<file path="config.mk">
export PLATFORM = sky130hd
export DESIGN_NAME = pipe_hazard_ctrl
export DESIGN_NICKNAME = d
export VERILOG_FILES = /design/src/rtl/pipe_hazard_ctrl.sv
export SDC_FILE = /design/constraint.sdc
export NUM_CORES = 1
export LEC_CHECK = 0
export BUFFER_PORTS_ARGS = -buffer_cell sky130_fd_sc_hd__buf_2
export CORE_ASPECT_RATIO = 0.75
export CORE_UTILIZATION = 40
export CTS_CLUSTER_DIAMETER = 50
export CTS_CLUSTER_SIZE = 8
export DETAILED_ROUTE_END_ITERATION = 8
export PLACE_DENSITY = 0.63
export SLEW_MARGIN = 20
export SYNTH_ARGS = -nofsm -noshare
export SYNTH_HDL_FRONTEND = slang
export SYNTH_SLANG_ARGS = --single-unit
</file>
<file path="constraint.sdc">
create_clock -name clk -period 2.61 [get_ports clk]
set_input_delay 0.261 -clock clk [delete_from_list [all_inputs] [get_ports clk]]
set_output_delay 0.261 -clock clk [all_outputs]
set_load 0.02 [all_outputs]
</file>
<file path="src/rtl/pipe_hazard_ctrl.sv">
// Pipeline control: freeze/flush for the PC, IF/ID, ID/EX and EX/MEM registers,
// memory-wait FSM with sticky timeout, and saturating performance counters.
module pipe_hazard_ctrl #(
    parameter int REG_W   = 4,
    parameter int CNT_W   = 16,
    parameter int TIMEOUT = 255
) (
    input  logic             clk,
    input  logic             rst,
    input  logic             forward_en,
    input  logic [REG_W-1:0] id_src1,
    input  logic [REG_W-1:0] id_src2,
    input  logic             id_two_src,
    input  logic [REG_W-1:0] exe_dest,
    input  logic [REG_W-1:0] mem_dest,
    input  logic             exe_wb_en,
    input  logic             mem_wb_en,
    input  logic             exe_mem_read,
    input  logic             branch_taken,
    input  logic             mem_req,
    input  logic             mem_ready,
    input  logic             cnt_clr,
    output logic             pc_freeze,
    output logic             ifid_freeze,
    output logic             idex_freeze,
    output logic             exmem_freeze,
    output logic             ifid_flush,
    output logic             idex_flush,
    output logic             mem_timeout,
    output logic [CNT_W-1:0] stall_cnt,
    output logic [CNT_W-1:0] flush_cnt,
    output logic [CNT_W-1:0] wait_cnt
);

    typedef enum logic [1:0] {
        RUN      = 2'd0,
        MEM_WAIT = 2'd1,
        ERR      = 2'd2
    } state_t;

    localparam logic [CNT_W-1:0] TIMEOUT_L = CNT_W'(TIMEOUT);

    state_t           state_reg;
    logic [CNT_W-1:0] wait_reg;
    logic             mem_timeout_reg;

    logic             exe_match;
    logic             mem_match;
    logic             hazard;
    logic             mem_hold;
    logic             branch_rule;
    logic             hazard_rule;
    logic [CNT_W-1:0] wait_cur;
    logic             wait_expired;

    // ------------------------------------------------------------------
    // Hazard detection
    // ------------------------------------------------------------------
    assign exe_match = (exe_dest == id_src1) || (id_two_src && (exe_dest == id_src2));
    assign mem_match = (mem_dest == id_src1) || (id_two_src && (mem_dest == id_src2));

    // With forwarding only a load feeding the next instruction needs a bubble.
    always_comb begin
        hazard = 1'b0;
        if (forward_en) begin
            hazard = exe_mem_read && exe_wb_en && exe_match;
        end else begin
            hazard = (exe_wb_en && exe_match) || (mem_wb_en && mem_match);
        end
    end

    // ------------------------------------------------------------------
    // Rule priority: memory freeze, then branch flush, then load-use bubble
    // ------------------------------------------------------------------
    assign mem_hold    = (state_reg == ERR) || (mem_req && !mem_ready);
    assign branch_rule = !mem_hold && branch_taken;
    assign hazard_rule = !mem_hold && !branch_taken && hazard;

    always_comb begin
        pc_freeze    = 1'b0;
        ifid_freeze  = 1'b0;
        idex_freeze  = 1'b0;
        exmem_freeze = 1'b0;
        ifid_flush   = 1'b0;
        idex_flush   = 1'b0;
        if (mem_hold) begin
            pc_freeze    = 1'b1;
            ifid_freeze  = 1'b1;
            idex_freeze  = 1'b1;
            exmem_freeze = 1'b1;
        end else if (branch_rule) begin
            ifid_flush = 1'b1;
            idex_flush = 1'b1;
        end else if (hazard_rule) begin
            pc_freeze   = 1'b1;
            ifid_freeze = 1'b1;
            idex_flush  = 1'b1;
        end
    end

    // ------------------------------------------------------------------
    // Memory-wait FSM
    // ------------------------------------------------------------------
    // wait_cur is the length of the current wait run including this cycle,
    // so the first stalled cycle (still in RUN) already counts as one.
    assign wait_cur     = (state_reg == MEM_WAIT) ? (wait_reg + 1'b1) : {{(CNT_W-1){1'b0}}, 1'b1};
    assign wait_expired = (wait_cur >= TIMEOUT_L);

    always_ff @(posedge clk or negedge rst) begin
        if (!rst) begin
            state_reg       <= RUN;
            wait_reg        <= '0;
            mem_timeout_reg <= 1'b0;
        end else begin
            case (state_reg)
                RUN: begin
                    if (mem_req && !mem_ready) begin
                        wait_reg <= wait_cur;
                        if (wait_expired) begin
                            state_reg       <= ERR;
                            mem_timeout_reg <= 1'b1;
                        end else begin
                            state_reg <= MEM_WAIT;
                        end
                    end
                end
                MEM_WAIT: begin
                    if (mem_ready || !mem_req) begin
                        state_reg <= RUN;
                        wait_reg  <= '0;
                    end else if (wait_expired) begin
                        state_reg       <= ERR;
                        wait_reg        <= wait_cur;
                        mem_timeout_reg <= 1'b1;
                    end else begin
                        wait_reg <= wait_cur;
                    end
                end
                ERR: begin
                    state_reg       <= ERR;
                    mem_timeout_reg <= 1'b1;
                end
                default: begin
                    state_reg <= RUN;
                    wait_reg  <= '0;
                end
            endcase
        end
    end

    assign mem_timeout = mem_timeout_reg;

    // ------------------------------------------------------------------
    // Saturating performance counters: 0 = stall, 1 = flush, 2 = wait
    // ------------------------------------------------------------------
    logic [2:0]       cnt_inc;
    logic [CNT_W-1:0] cnt_reg [3];

    assign cnt_inc[0] = hazard_rule;
    assign cnt_inc[1] = branch_rule;
    assign cnt_inc[2] = mem_hold && (state_reg != ERR);

    generate
        for (genvar gi = 0; gi < 3; gi++) begin : g_cnt
            always_ff @(posedge clk or negedge rst) begin
                if (!rst) begin
                    cnt_reg[gi] <= '0;
                end else if (cnt_clr) begin
                    cnt_reg[gi] <= '0;
                end else if (cnt_inc[gi] && (cnt_reg[gi] != {CNT_W{1'b1}})) begin
                    cnt_reg[gi] <= cnt_reg[gi] + 1'b1;
                end
            end
        end
    endgenerate

    assign stall_cnt = cnt_reg[0];
    assign flush_cnt = cnt_reg[1];
    assign wait_cnt  = cnt_reg[2];

endmodule
</file>
After elaboration in Yosys (flattened, before gate mapping). Index checks and enable logic that the tools add are counted.

Bits in writable memories: 0. ROM bits: 0. Memories: 0. Bits in latches: 0. Flip-flop bits (word level): 67.

$add $sub $neg: 4. Magnitude comparators: 1. Bitwise gates (word level): 1. Muxes and demuxes: 28. Reduce and logical (&&, ||, !) cells: 31. Divide/modulo/power cells: 0. Equality and inequality tests: 13. $mul: 0. Shifts and indexed selects: 0.

Operators by type and width (number): $mux 16 (9); $add 16x1->16 const B (4); $ne 16x16->1 const B (3); $pmux 16 s3 (1); $eq 4x4->1 (4); $ge 16x8->1 const B (1); $logic_and 1x1->1 (14); $mux 1 (12); $mux 2 (4); $ne 2x2->1 const B (3); $pmux 2 s3 (1); $reduce_bool 2->1 (3); $logic_or 1x1->1 (5); $logic_not 1->1 (4); $reduce_and 2->1 (2); $ne 3x2->1 const B (1); $pmux 1 s3 (1); $reduce_and 3->1 (1); $reduce_bool 3->1 (1); $eq 2x1->1 const B (1); $eq 2x2->1 const B (1); $logic_not 2->1 (1); $not 1->1 (1).

Logic depth before layout (Yosys ltp).
Depth after elaboration: 10. Gate-level depth with buffers: 8. Depth with buffers taken out: 7.

Least setup slack after synthesis. OpenSTA, ideal clock, no wires.

Path kind: register to register. Start point: register cnt_reg (netlist bit stall_cnt[0]). End point: register cnt_reg (netlist bit stall_cnt[11]). Required time: 2.482 ns. Slack: 0.657 ns. Arrival: 1.825 ns. Clock period less this slack: 1.953 ns. Path buffers: 1. Library setup time: 0.128 ns. Cell stages (with the launch flop): 9. Cells stage by stage: dfrtp_1 -> ha_1 -> nand3_1 -> nor4_1 -> nor3_1 -> o21ai_2 -> buf_4 -> nor3_1 -> mux2_1.

Longest elaborated chain between the ends: 3.

RTL lines: start, declared (RTL line 157) `logic [CNT_W-1:0] cnt_reg [3];`; start signal, assigned by index (RTL line 171) `cnt_reg[gi] <= cnt_reg[gi] + 1'b1;`; $add 16x1->16 / $ne 16x16->1 (equally long branches) (RTL line 171, 170); $mux 16 / $logic_and 1x1->1 (equally long branches) (RTL line 170) `end else if (cnt_inc[gi] && (cnt_reg[gi] != {CNT_W{1'b1}})) begin`; $mux 16 / $reduce_bool 2->1 (equally long branches).

Parallel ways exist; a longest one is shown, timed or not. The select of a mux whose other input is x is not followed. A chain may end at the register's enable or synchronous reset.

Final worst setup path.
Start point: register wait_reg[0]. End point: register mem_timeout_reg, in the netlist mem_timeout.

Longest elaborated chain between the ends: 6.

RTL lines: start, declared (RTL line 44) `logic [CNT_W-1:0] wait_reg;`; start signal, assigned (RTL line 118) `wait_reg <= wait_cur;`; start signal, assigned (RTL line 133) `wait_reg <= wait_cur;`; start signal, assigned (RTL line 136) `wait_reg <= wait_cur;`; $add 16x1->16 * (RTL line 106) `assign wait_cur = (state_reg == MEM_WAIT) ? (wait_reg + 1'b1) : {{(CNT_W-1){1'b0}}, 1'b1};`; $mux 16 * (RTL line 106); $ge 16x8->1 * (RTL line 107) `assign wait_expired = (wait_cur >= TIMEOUT_L);`; $mux 1 *; $mux 1, on equally long branches; $pmux 1 s3 *; end signal, assigned (RTL line 113) `mem_timeout_reg <= 1'b0;`; end signal, assigned (RTL line 121) `mem_timeout_reg <= 1'b1;`; end signal, assigned (RTL line 134) `mem_timeout_reg <= 1'b1;`; end, declared (RTL line 45) `logic mem_timeout_reg;`.

Mark *: on every way between the ends. The rest lies on a longest branch, timed or not. The select of a mux whose other input is x is not followed.

==> flow_summary.yaml <==
floorplan:
  die-width_um: 117
  die_h_um: 88.6
  num_rows: 31
  die-area_um2: 10400
  ios: 82
  fp.coreArea_um2: 9700
  initial_core_util_pct: 41.2
timing:
  hold_viol_final: 0
  finalSetupViolations: 0
  timing.final.crit_share_pct: 85.2
  slew_viol_final: 0
  holdWs_ns: 0.425
  rsz0062_at_grt: "no"
  fmax_mhz: 450
  fin_crit_ns: 2.22
  worst_pin_slew_ns: 0.911
  slew_headroom_pct: 39.2
  final.setup_skew_ns: 0.00756
  fin_setup_tns_ns: 0
worst_setup_path:
  reg2regPathDepth: 7
  critPathMaxStageDelay_ns: 0.50
  path_cells: "ha_1, nand4_1, nor2_1, o21ai_0, a211oi_1, a32oi_1, or2_1"
  critPathMaxFanout: 11
  required_ns: 2.83
  slowest_stage: "dfrtp_1"
  end_kind: "register"
  crit_type: "reg2reg"
  crit_arrival_ns: 2.44
  cp-start-kind: "register"
power:
  power_switching_mw: 0.596
  p_clk_share_pct: 52.4
  power.density_nw_per_um2: 546
  max-vdd-ir-drop_uv: 334
  p_comb_share_pct: 7.4
  pwr-share-seq_pct: 40.2
  swShare_pct: 22.5
  p_leak_nw: 2.13
  p_int_mw: 2.06
clock_tree:
  clk_pin_slew_ns: 0.05
  cts_resized: 0
  cts-root-buf: "clkbuf_16"
  clock-sinks: 67
  clock_latency_ns: 0.34
  clock_path_buffers: 2
  cts_tree: "done"
  htreeDepth: 3
  cts_made_buffers: 9
detailed_routing:
  via_per_inst: 5.45
  drtPass1Iterations: 5
  wire_per_inst_um: 14.4
  postRouteAntennaNets: 0
  dr_total_vias: 3583
  drtIter0Drc: 232
  route.detailed.drc: 0
  wirelength_um: 9470
yosys:
  yosysSeqAreaShare_pct: 42.0
  ys_types: 54
  yosysMostFrequentCell: "dfrtp_1"
  netlist.area_leader.share_pct: 42.0
  synth_cells: 446
  ys_seq_elements: 67
  ys.flop_type: "dfrtp_1"
  synth.net_count: 477
  yosys_warnings: 0
  synthTopCellsByArea: "dfrtp_1 (42%), xnor2_1 (6.1%), xor2_1 (4.8%)"
  syn-cell-area_um2: 4000
  synth_top_area_cell: "dfrtp_1"
  postSynthAreaPerCell_um2: 8.96
  synth_edf_count: 0
  netlist_top_cells_count: "dfrtp_1 (67), nor2_1 (47), nand4_1 (30), o21ai_0 (29), xnor2_1 (28)"
  synthArstFlopShare_pct: 100
finish:
  multi_input_area_um2: 2180
  num-fill-cells: 951
  fin_nets: 552
  final_layout_size_suffix_gt1_share_pct: 22.1
  syn_to_final_growth_pct: 21.4
  num_antenna_cells: 0
  final-seq-area_um2: 1680
grt:
  grt_max_degree: 39
  grt_usage_pct: 19.7
  grt_pass1_wl_um: 16300
  grt_antenna_before_repair: 0
  grt_overflow: 0
  grt_pass1_vias: 3357
placed_design:
  dpl.hpwl_um: 6700
  gp_congestion: 0.808
  numPortBuffers: 81
min_path:
  hold_depth: 2
  hold_class: "in2reg"
flow_run:
  maxCapViolations: 0
run_status:
  status: "complete, no violations"
==> final timing paths <==
| path | from | to | slack [ns] |
|---|---|---|---|
| setup reg to reg | wait_reg[0] | mem_timeout | 0.39 |
| hold / removal | cnt_clr | stall_cnt[1] | 0.43 |
| min in group asynchronous | rst | stall_cnt[6] | 0.48 |
| setup / recovery | wait_reg[0] | mem_timeout | 0.39 |
| max in group asynchronous | rst | wait_cnt[8] | 1.73 |
| hold reg to reg | mem_timeout | mem_timeout | 0.51 |
==> what timing repair did <==
item                      4_1_cts  5_1_grt
hold endpoints to repair       33        0
setup buffers                   0        0
hold buffers                    1        0
==> worst max-delay path: cells and delay by family (launching register included) <==
| kind | cells | cell delay (ns) |
|---|---|---|
| adders and majority gates | 1 | 0.43 |
| DFF | 1 | 0.50 |
| and+or+nand+nor | 3 | 0.55 |
| AOI/OAI and AO/OA | 3 | 0.62 |
==> layout by cell type (no fill, tap or decap), drive strengths merged, types with 10 or more instances in the layout <==
cell and instances:
nor2 48, clkbuf 10, nand4 31, buf 87
dfrtp 67, xnor2 28, a21oi 23, and3 12
or3 16, o21ai 30, xor2 22, nand2 28
nand3 27
==> stage by stage <==
step / total power [mW] / utilization, % / setup slack, ns / cells / area, um^2
finish: 2.65 / 50.1 / 0.387 / 658 / 4850
detailed placement: 1.28 / 46.4 / 0.442 / 641 / 4500
global route: 2.76 / 50.1 / 0.152 / 658 / 4850
global placement: 1.28 / 46.4 / 0.505 / 641 / 4500
floorplan: 1.19 / - / 0.657 / 446 / 4000
CTS: 2.69 / 50.1 / 0.424 / 658 / 4850
==> routing by layer <==
layer / share of wire [%] / wire (um) / vias up / global-route usage, %
met4: 0.88 / 83 / 0 / 6.73
met3: 4.4 / 414 / 8 / 4.45
li1: - / - / 1768 / -
met2: 46 / 4340 / 90 / 32.0
met1: 49 / 4640 / 1717 / 26.2
met5: 0 / 0 / - / 0
==> final cells by class <==
cell class | instances | share of cell area [%]
Clock buffer | 10 | 4.72
Timing Repair Buffer | 88 | 9.49
Multi-Input combinational cell | 347 | 44.9
Sequential cell | 67 | 34.5
Clock inverter | 6 | 2.35
Tap cell | 132 | 3.40
Inverter | 8 | 0.619
==> cell families (layout without fill, tap and decap cells) <==
kind of cell               count (synthesis)  after routing  share of synthesized area (%)
AOI/OAI and AO/OA                         79             79                           11.5
and+or+nand+nor                          207            207                           28.9
DFF                                       67             67                           42.0
adders and majority gates                  4              4                           1.25
muxes                                      7              7                           1.85
xor gates and xnor gates                  50             50                           11.0
buffers and inverters                     32            112                           3.54
==> power groups by stage <==
stage	Combinational (mW)	Clock [mW]	Sequential (mW)
floorplan	0.108	0	1.08
global placement	0.195	0	1.08
detailed placement	0.196	0	1.08
CTS	0.198	1.42	1.07
global route	0.221	1.47	1.07
finish	0.196	1.39	1.07
Note: power is estimated with default switching activity, not from simulation.
